--- config.mk ---
export PLATFORM = sky130hd
export DESIGN_NAME = mult32x32_fast_ctrl_flat
export DESIGN_NICKNAME = d
export VERILOG_FILES = /design/src/rtl/mult32x32_fast_ctrl_if.sv /design/src/rtl/mult32x32_fast_ctrl.sv /design/src/flat_wrapper.sv
export SDC_FILE = /design/constraint.sdc
export NUM_CORES = 1
export LEC_CHECK = 0
export CORE_MARGIN = 1.5
export CORE_UTILIZATION = 25
export CTS_CLUSTER_DIAMETER = 40
export CTS_CLUSTER_SIZE = 40
export DETAILED_ROUTE_END_ITERATION = 16
export GPL_TIMING_DRIVEN = 0
export PLACE_DENSITY_LB_ADDON = 0.25
export SETUP_SLACK_MARGIN = 0.4
export SLEW_MARGIN = 10
export SYNTH_ARGS = -nofsm -noshare
export SYNTH_HDL_FRONTEND = slang
export SYNTH_SLANG_ARGS = --single-unit
--- constraint.sdc ---
create_clock -name clk -period 7.3 [get_ports clk]
set_input_delay 1.46 -clock clk [delete_from_list [all_inputs] [get_ports clk]]
set_output_delay 1.46 -clock clk [all_outputs]
set_load 0.1 [all_outputs]
--- src/rtl/mult32x32_fast_ctrl_if.sv ---
// mult32x32_fast_ctrl_if
//  Control/status bundle between the fast multiplier control FSM and the
//  surrounding arithmetic datapath.
//  start       request a multiply (top level -> controller)
//  a_msb_is_0  A[31:24]==0 flag from the arith unit
//  b_msw_is_0  B[31:16]==0 flag from the arith unit
//  busy        controller is in an accumulate step
//  done        one-cycle pulse, product register holds the final result
//  a_sel       A byte select (0..3)
//  b_sel       B word select (0..1)
//  shift_sel   partial product shift, 8*shift_sel bits (0..5)
//  upd_prod    accumulate the shifted partial product
//  clr_prod    clear the product register
//  Modports: slave = controller side, master = datapath/top side.
interface mult32x32_fast_ctrl_if;
  logic       start;
  logic       a_msb_is_0;
  logic       b_msw_is_0;
  logic       busy;
  logic       done;
  logic [1:0] a_sel;
  logic       b_sel;
  logic [2:0] shift_sel;
  logic       upd_prod;
  logic       clr_prod;

  modport slave (
    input  start, a_msb_is_0, b_msw_is_0,
    output busy, done, a_sel, b_sel, shift_sel, upd_prod, clr_prod
  );

  modport master (
    output start, a_msb_is_0, b_msw_is_0,
    input  busy, done, a_sel, b_sel, shift_sel, upd_prod, clr_prod
  );
endinterface

--- src/rtl/mult32x32_fast_ctrl.sv ---
// mult32x32_fast_ctrl
//  Control FSM for the 32x32 fast multiplier. A start clears the product
//  register, then the eight 8x16 partial products (A byte i times B word j,
//  shifted by 8*(i+2j)) are accumulated one per cycle. With SKIP_EN set,
//  steps whose operand part is known to be zero are skipped.
//  Ports:
//   clk    rising-edge clock
//   reset  asynchronous active-high reset (aborts any run, no done)
//   ctrl   slave side of mult32x32_fast_ctrl_if (start/flags in,
//          busy/done/selects/update/clear out)
module mult32x32_fast_ctrl #(
  parameter bit SKIP_EN = 1'b1
) (
  input  logic                          clk,
  input  logic                          reset,
  mult32x32_fast_ctrl_if.slave          ctrl
);

  // Step states are encoded as 1 + (i + 4*j), so state-1 directly gives
  // the (j,i) pair in bits [2] and [1:0].
  localparam logic [3:0] IDLE = 4'd0;
  localparam logic [3:0] A0B0 = 4'd1;
  localparam logic [3:0] A1B0 = 4'd2;
  localparam logic [3:0] A2B0 = 4'd3;
  localparam logic [3:0] A3B0 = 4'd4;
  localparam logic [3:0] A0B1 = 4'd5;
  localparam logic [3:0] A1B1 = 4'd6;
  localparam logic [3:0] A2B1 = 4'd7;
  localparam logic [3:0] A3B1 = 4'd8;

  logic [3:0] state;
  logic [3:0] next_state;
  logic       done_q;
  logic       in_step;
  logic [2:0] step_idx;

  assign in_step  = (state != IDLE);
  assign step_idx = 3'(state - A0B0);

  // A step is skipped when its A byte is the zero MSB or its B word is the
  // zero MSW.
  function automatic logic step_skipped(input logic [2:0] k,
                                        input logic       a_zero,
                                        input logic       b_zero);
    return SKIP_EN && (((k[1:0] == 2'd3) && a_zero) || (k[2] && b_zero));
  endfunction

  // Next state: from IDLE go to A0B0 on start; from a step go to the
  // nearest later step that is not skipped, else back to IDLE. The loop
  // runs downward so the last assignment wins with the nearest candidate.
  always_comb begin
    next_state = IDLE;
    if (!in_step) begin
      if (ctrl.start)
        next_state = A0B0;
    end else begin
      for (int k = 7; k >= 1; k--) begin
        if ((k > int'(step_idx)) &&
            !step_skipped(3'(k), ctrl.a_msb_is_0, ctrl.b_msw_is_0))
          next_state = 4'(k + 1);
      end
    end
  end

  // done is the registered "this was the last step" flag, so it rises in
  // the cycle the FSM is back in IDLE and can already accept a new start.
  always_ff @(posedge clk or posedge reset) begin
    if (reset) begin
      state  <= IDLE;
      done_q <= 1'b0;
    end else begin
      state  <= next_state;
      done_q <= in_step && (next_state == IDLE);
    end
  end

  assign ctrl.busy      = in_step;
  assign ctrl.upd_prod  = in_step;
  assign ctrl.done      = done_q;
  assign ctrl.a_sel     = in_step ? step_idx[1:0] : 2'd0;
  assign ctrl.b_sel     = in_step ? step_idx[2] : 1'b0;
  assign ctrl.shift_sel = in_step ? ({1'b0, step_idx[1:0]} + {1'b0, step_idx[2], 1'b0})
                                  : 3'd0;
  // Clearing is held off during reset so the product stays at its reset value.
  assign ctrl.clr_prod  = !in_step && ctrl.start && !reset;

endmodule

--- src/flat_wrapper.sv ---
// flat-port wrapper written by rule: the top's interface ports become plain ports
module mult32x32_fast_ctrl_flat 
#(
  parameter bit SKIP_EN = 1'b1
)
  (clk, reset, ctrl_start, ctrl_a_msb_is_0, ctrl_b_msw_is_0, ctrl_busy, ctrl_done, ctrl_a_sel, ctrl_b_sel, ctrl_shift_sel, ctrl_upd_prod, ctrl_clr_prod);
  mult32x32_fast_ctrl_if ctrl_i ();
  input  logic clk;
  input  logic reset;
  input wire logic [$bits(ctrl_i.start)-1:0] ctrl_start;
  input wire logic [$bits(ctrl_i.a_msb_is_0)-1:0] ctrl_a_msb_is_0;
  input wire logic [$bits(ctrl_i.b_msw_is_0)-1:0] ctrl_b_msw_is_0;
  output wire logic [$bits(ctrl_i.busy)-1:0] ctrl_busy;
  output wire logic [$bits(ctrl_i.done)-1:0] ctrl_done;
  output wire logic [$bits(ctrl_i.a_sel)-1:0] ctrl_a_sel;
  output wire logic [$bits(ctrl_i.b_sel)-1:0] ctrl_b_sel;
  output wire logic [$bits(ctrl_i.shift_sel)-1:0] ctrl_shift_sel;
  output wire logic [$bits(ctrl_i.upd_prod)-1:0] ctrl_upd_prod;
  output wire logic [$bits(ctrl_i.clr_prod)-1:0] ctrl_clr_prod;
  assign ctrl_i.start = ctrl_start;
  assign ctrl_i.a_msb_is_0 = ctrl_a_msb_is_0;
  assign ctrl_i.b_msw_is_0 = ctrl_b_msw_is_0;
  assign ctrl_busy = ctrl_i.busy;
  assign ctrl_done = ctrl_i.done;
  assign ctrl_a_sel = ctrl_i.a_sel;
  assign ctrl_b_sel = ctrl_i.b_sel;
  assign ctrl_shift_sel = ctrl_i.shift_sel;
  assign ctrl_upd_prod = ctrl_i.upd_prod;
  assign ctrl_clr_prod = ctrl_i.clr_prod;
  mult32x32_fast_ctrl #(.SKIP_EN(SKIP_EN)) u_core (.clk(clk), .reset(reset), .ctrl(ctrl_i));
endmodule
==> results by group <==
Run status
  • Outcome: finished, final reports clean

Route
  • Wirelength per Cell: 11.6 um
  • First DRT Iteration DRCs: 12
  • Post-route ant nets: 0
  • Drt first pass iters: 4
  • Vias per cell: 4.66
  • Drt drc: 0
  • Final Routed Wirelength: 1.30 mm
  • Via count: 522

Timing
  • Setup TNS: 0 ps
  • Final period util: 0.681
  • Final slew viol count: 0
  • Crit path time final: 4970 ps
  • RSZ-0062 raised after global routing: false
  • Final hold vios: 0
  • Setup Viol. Count Final: 0
  • Slew @ Worst Pin: 972 ps
  • Max Freq: 0.201 GHz
  • Headroom to the max-slew limit: 0.350
  • Worst Clk Skew: 2.91 ps

Synth
  • Mapped Nets: 78
  • Post-Synth XOR/XNOR Area: 0.0476
  • Main combinational cell family by area after synthesis: compound AO/OA/AOI/OAI gates
  • Primary FF master, synth: dfrtp_1
  • Netlist cell types: 34
  • Avg Inst Size Synth: 8.76 um2
  • Synthesized area: 578 um2
  • Compound-cell area share of the yosys netlist: 0.277
  • Post-Synth Simple-Gate Area: 0.197
  • EDFF count, synth: 0
  • Adder-cell share of the synthesized area: 0.152
  • Async set-reset flop share out of synthesis: 1.00
  • Leading area contributor after synthesis: dfrtp_1
  • Cell count after synthesis: 66
  • Synth area leaders: dfrtp_1, ha_1, xnor2_4
  • Yosys Warn Count: 0
  • Sequential cell area fraction in the yosys report: 0.216
  • Multiplexer area fraction after synthesis: 0
  • Synth Register Bits: 5
  • Post-synth top area share: 0.216

Final layout
  • Fillers: 234
  • Layout cells sized above 1: 0.179
  • Diodes inserted: 0
  • Synthesis-to-layout area growth: 34.8%
  • Register area: 125 um2
  • Area occupied by multi-input gates: 389 um2
  • Fin cells: 112
  • Nets@finish: 97

Clocking
  • Htree depth: 1
  • Worst-Skew Late Latency: 250 ps
  • Resized Gates After CTS: 0
  • CTS buffer count: 3
  • Clock buffer depth: 2
  • CTS Root Cell: clkbuf_4
  • CTS tree: done
  • Clk pin slew, worst setup/hold paths: 50 ps
  • Hold-fix buffer count after cts: 0
  • CTS Sinks: 5
  • Post-CTS Setup Inserts: 0

Floorplanning
  • Boundary pin count: 15
  • Chip Height: 51.1 um
  • FP Rows: 17
  • Starting density of the core: 0.264
  • Chip Width: 51.1 um
  • Core area: 2190 um2
  • Die Footprint: 2610 um2

Global routing
  • First-pass GRT wire length: 2.28 mm
  • Total track usage: 0.117
  • Number of global-route vias before repair: 509
  • Antenna violations before repair: 0
  • Largest net degree at the start of global routing: 11
  • Total global routing overflow: 0

Critical path
  • Crit Path Class: reg2out
  • CP Data Arrival Time: 3510 ps
  • Register-to-register setup slack: 4370 ps
  • Worst-path maximum fanout: 9
  • CP startpoint kind: flop
  • Critical Path End Type: primary output
  • Critical path data required time: 5840 ps

Worst hold path
  • HP Class: reg2reg

Placed design
  • Dpl hpwl: 996 um
  • Placed instance count: 108
  • Gp weighted congestion: 0.842
  • Port Buffers: 14

Flow run
  • Max Cap Viol: 0
==> through the flow <==
stage | utilization | area (um2) | setup slack, ps | hold WS, ps
final | 0.356 | 779 | 2330 | 820
after global routing | 0.356 | 779 | 2100 | 899
after CTS | 0.356 | 779 | 2340 | 837
after detailed placement | 0.344 | 753 | 2500 | 830
after global placement | 0.344 | 753 | 2510 | 838
after floorplan | - | 578 | 2510 | 764
==> kinds of logic after synthesis <==
| kind of cell | count (synthesis) |
|---|---|
| adder cells (fa/ha/maj) | 7 |
| AO/OA/AOI/OAI | 20 |
| XOR/XNOR | 1 |
| AND/OR/NAND/NOR | 20 |
| buffers and inverters | 13 |
| flip-flops | 5 |
==> worst paths after layout <==
| check | from | endpoint | depth (start not counted) |
|---|---|---|---|
| hold / removal | u_core.state[3]$_DFF_PP0_ | u_core.state[1]$_DFF_PP0_ | 4 |
| min in group asynchronous | reset | u_core.state[2]$_DFF_PP0_ | 2 |
| setup reg to reg | u_core.state[0]$_DFF_PP0_ | u_core.state[3]$_DFF_PP0_ | 10 |
| setup / recovery | u_core.state[0]$_DFF_PP0_ | ctrl_shift_sel[1] | 8 |
| max in group asynchronous | reset | u_core.ctrl.done$_DFF_PP0_ | 2 |
| hold reg to reg | u_core.state[3]$_DFF_PP0_ | u_core.state[1]$_DFF_PP0_ | 4 |
==> cells in the final DEF, fill, tap and decap left out <==
master            n
a21boi_0          1
a21oi_1           1
a21oi_2           2
a2bb2oi_1         2
a311o_1           1
a31oi_1           3
and2_2            1
and3_1            1
and3b_1           1
buf_4             2
buf_6             1
clkbuf_1          3
clkbuf_4          3
clkdlybuf4s50_1  14
dfrtp_1           5
ha_1              7
inv_1             7
inv_2             1
nand2_1           6
nand3_1           2
nor2_1            5
nor3_1            1
nor3b_1           1
nor4_2            1
nor4b_2           1
o2111ai_1         1
o211ai_1          1
o21a_1            1
o21ai_1           1
o21ba_2           1
o22ai_1           1
o2bb2ai_1         1
o31a_1            1
o31ai_2           1
o32ai_1           1
xnor2_4           1
==> Yosys cell counts, types with 2 or more instances <==
| cell | number |
|---|---|
| clkbuf_1 | 2 |
| nand2_1 | 6 |
| buf_4 | 2 |
| ha_1 | 7 |
| nand3_1 | 2 |
| a31oi_1 | 3 |
| inv_1 | 7 |
| a2bb2oi_1 | 2 |
| nor2_1 | 5 |
| a21oi_2 | 2 |
| dfrtp_1 | 5 |
==> layout make-up <==
cell class	count	area share
Tap cell	28	0.0449
Clock buffer	4	0.0337
Timing Repair Buffer	14	0.180
Multi-Input combinational cell	48	0.499
Inverter	8	0.0385
Buffer	5	0.0433
Sequential cell	5	0.161
==> layer usage <==
metal / routed length (um) / global-route usage
met1: 689 / 0.155
met5: 0 / 0
met2: 566 / 0.177
met3: 43 / 0.0439
met4: 0 / 0.0270
==> critical path: stages, from the launching register on <==
cell and delay (ps):
dfrtp_1 380, clkbuf_1 300, inv_1 180, ha_1 330, clkbuf_1 360, inv_1 150
ha_1 320, nor2_1 100, clkdlybuf4s50_1 1130
==> flip-flops by register name, summed over array words and instances, names as in the netlist <==
signal and flops:
u_core.ctrl.done 1, u_core.state 4
Power is not shown: default switching activity piles up to over one toggle a cycle in this logic, so the estimate is an artifact.
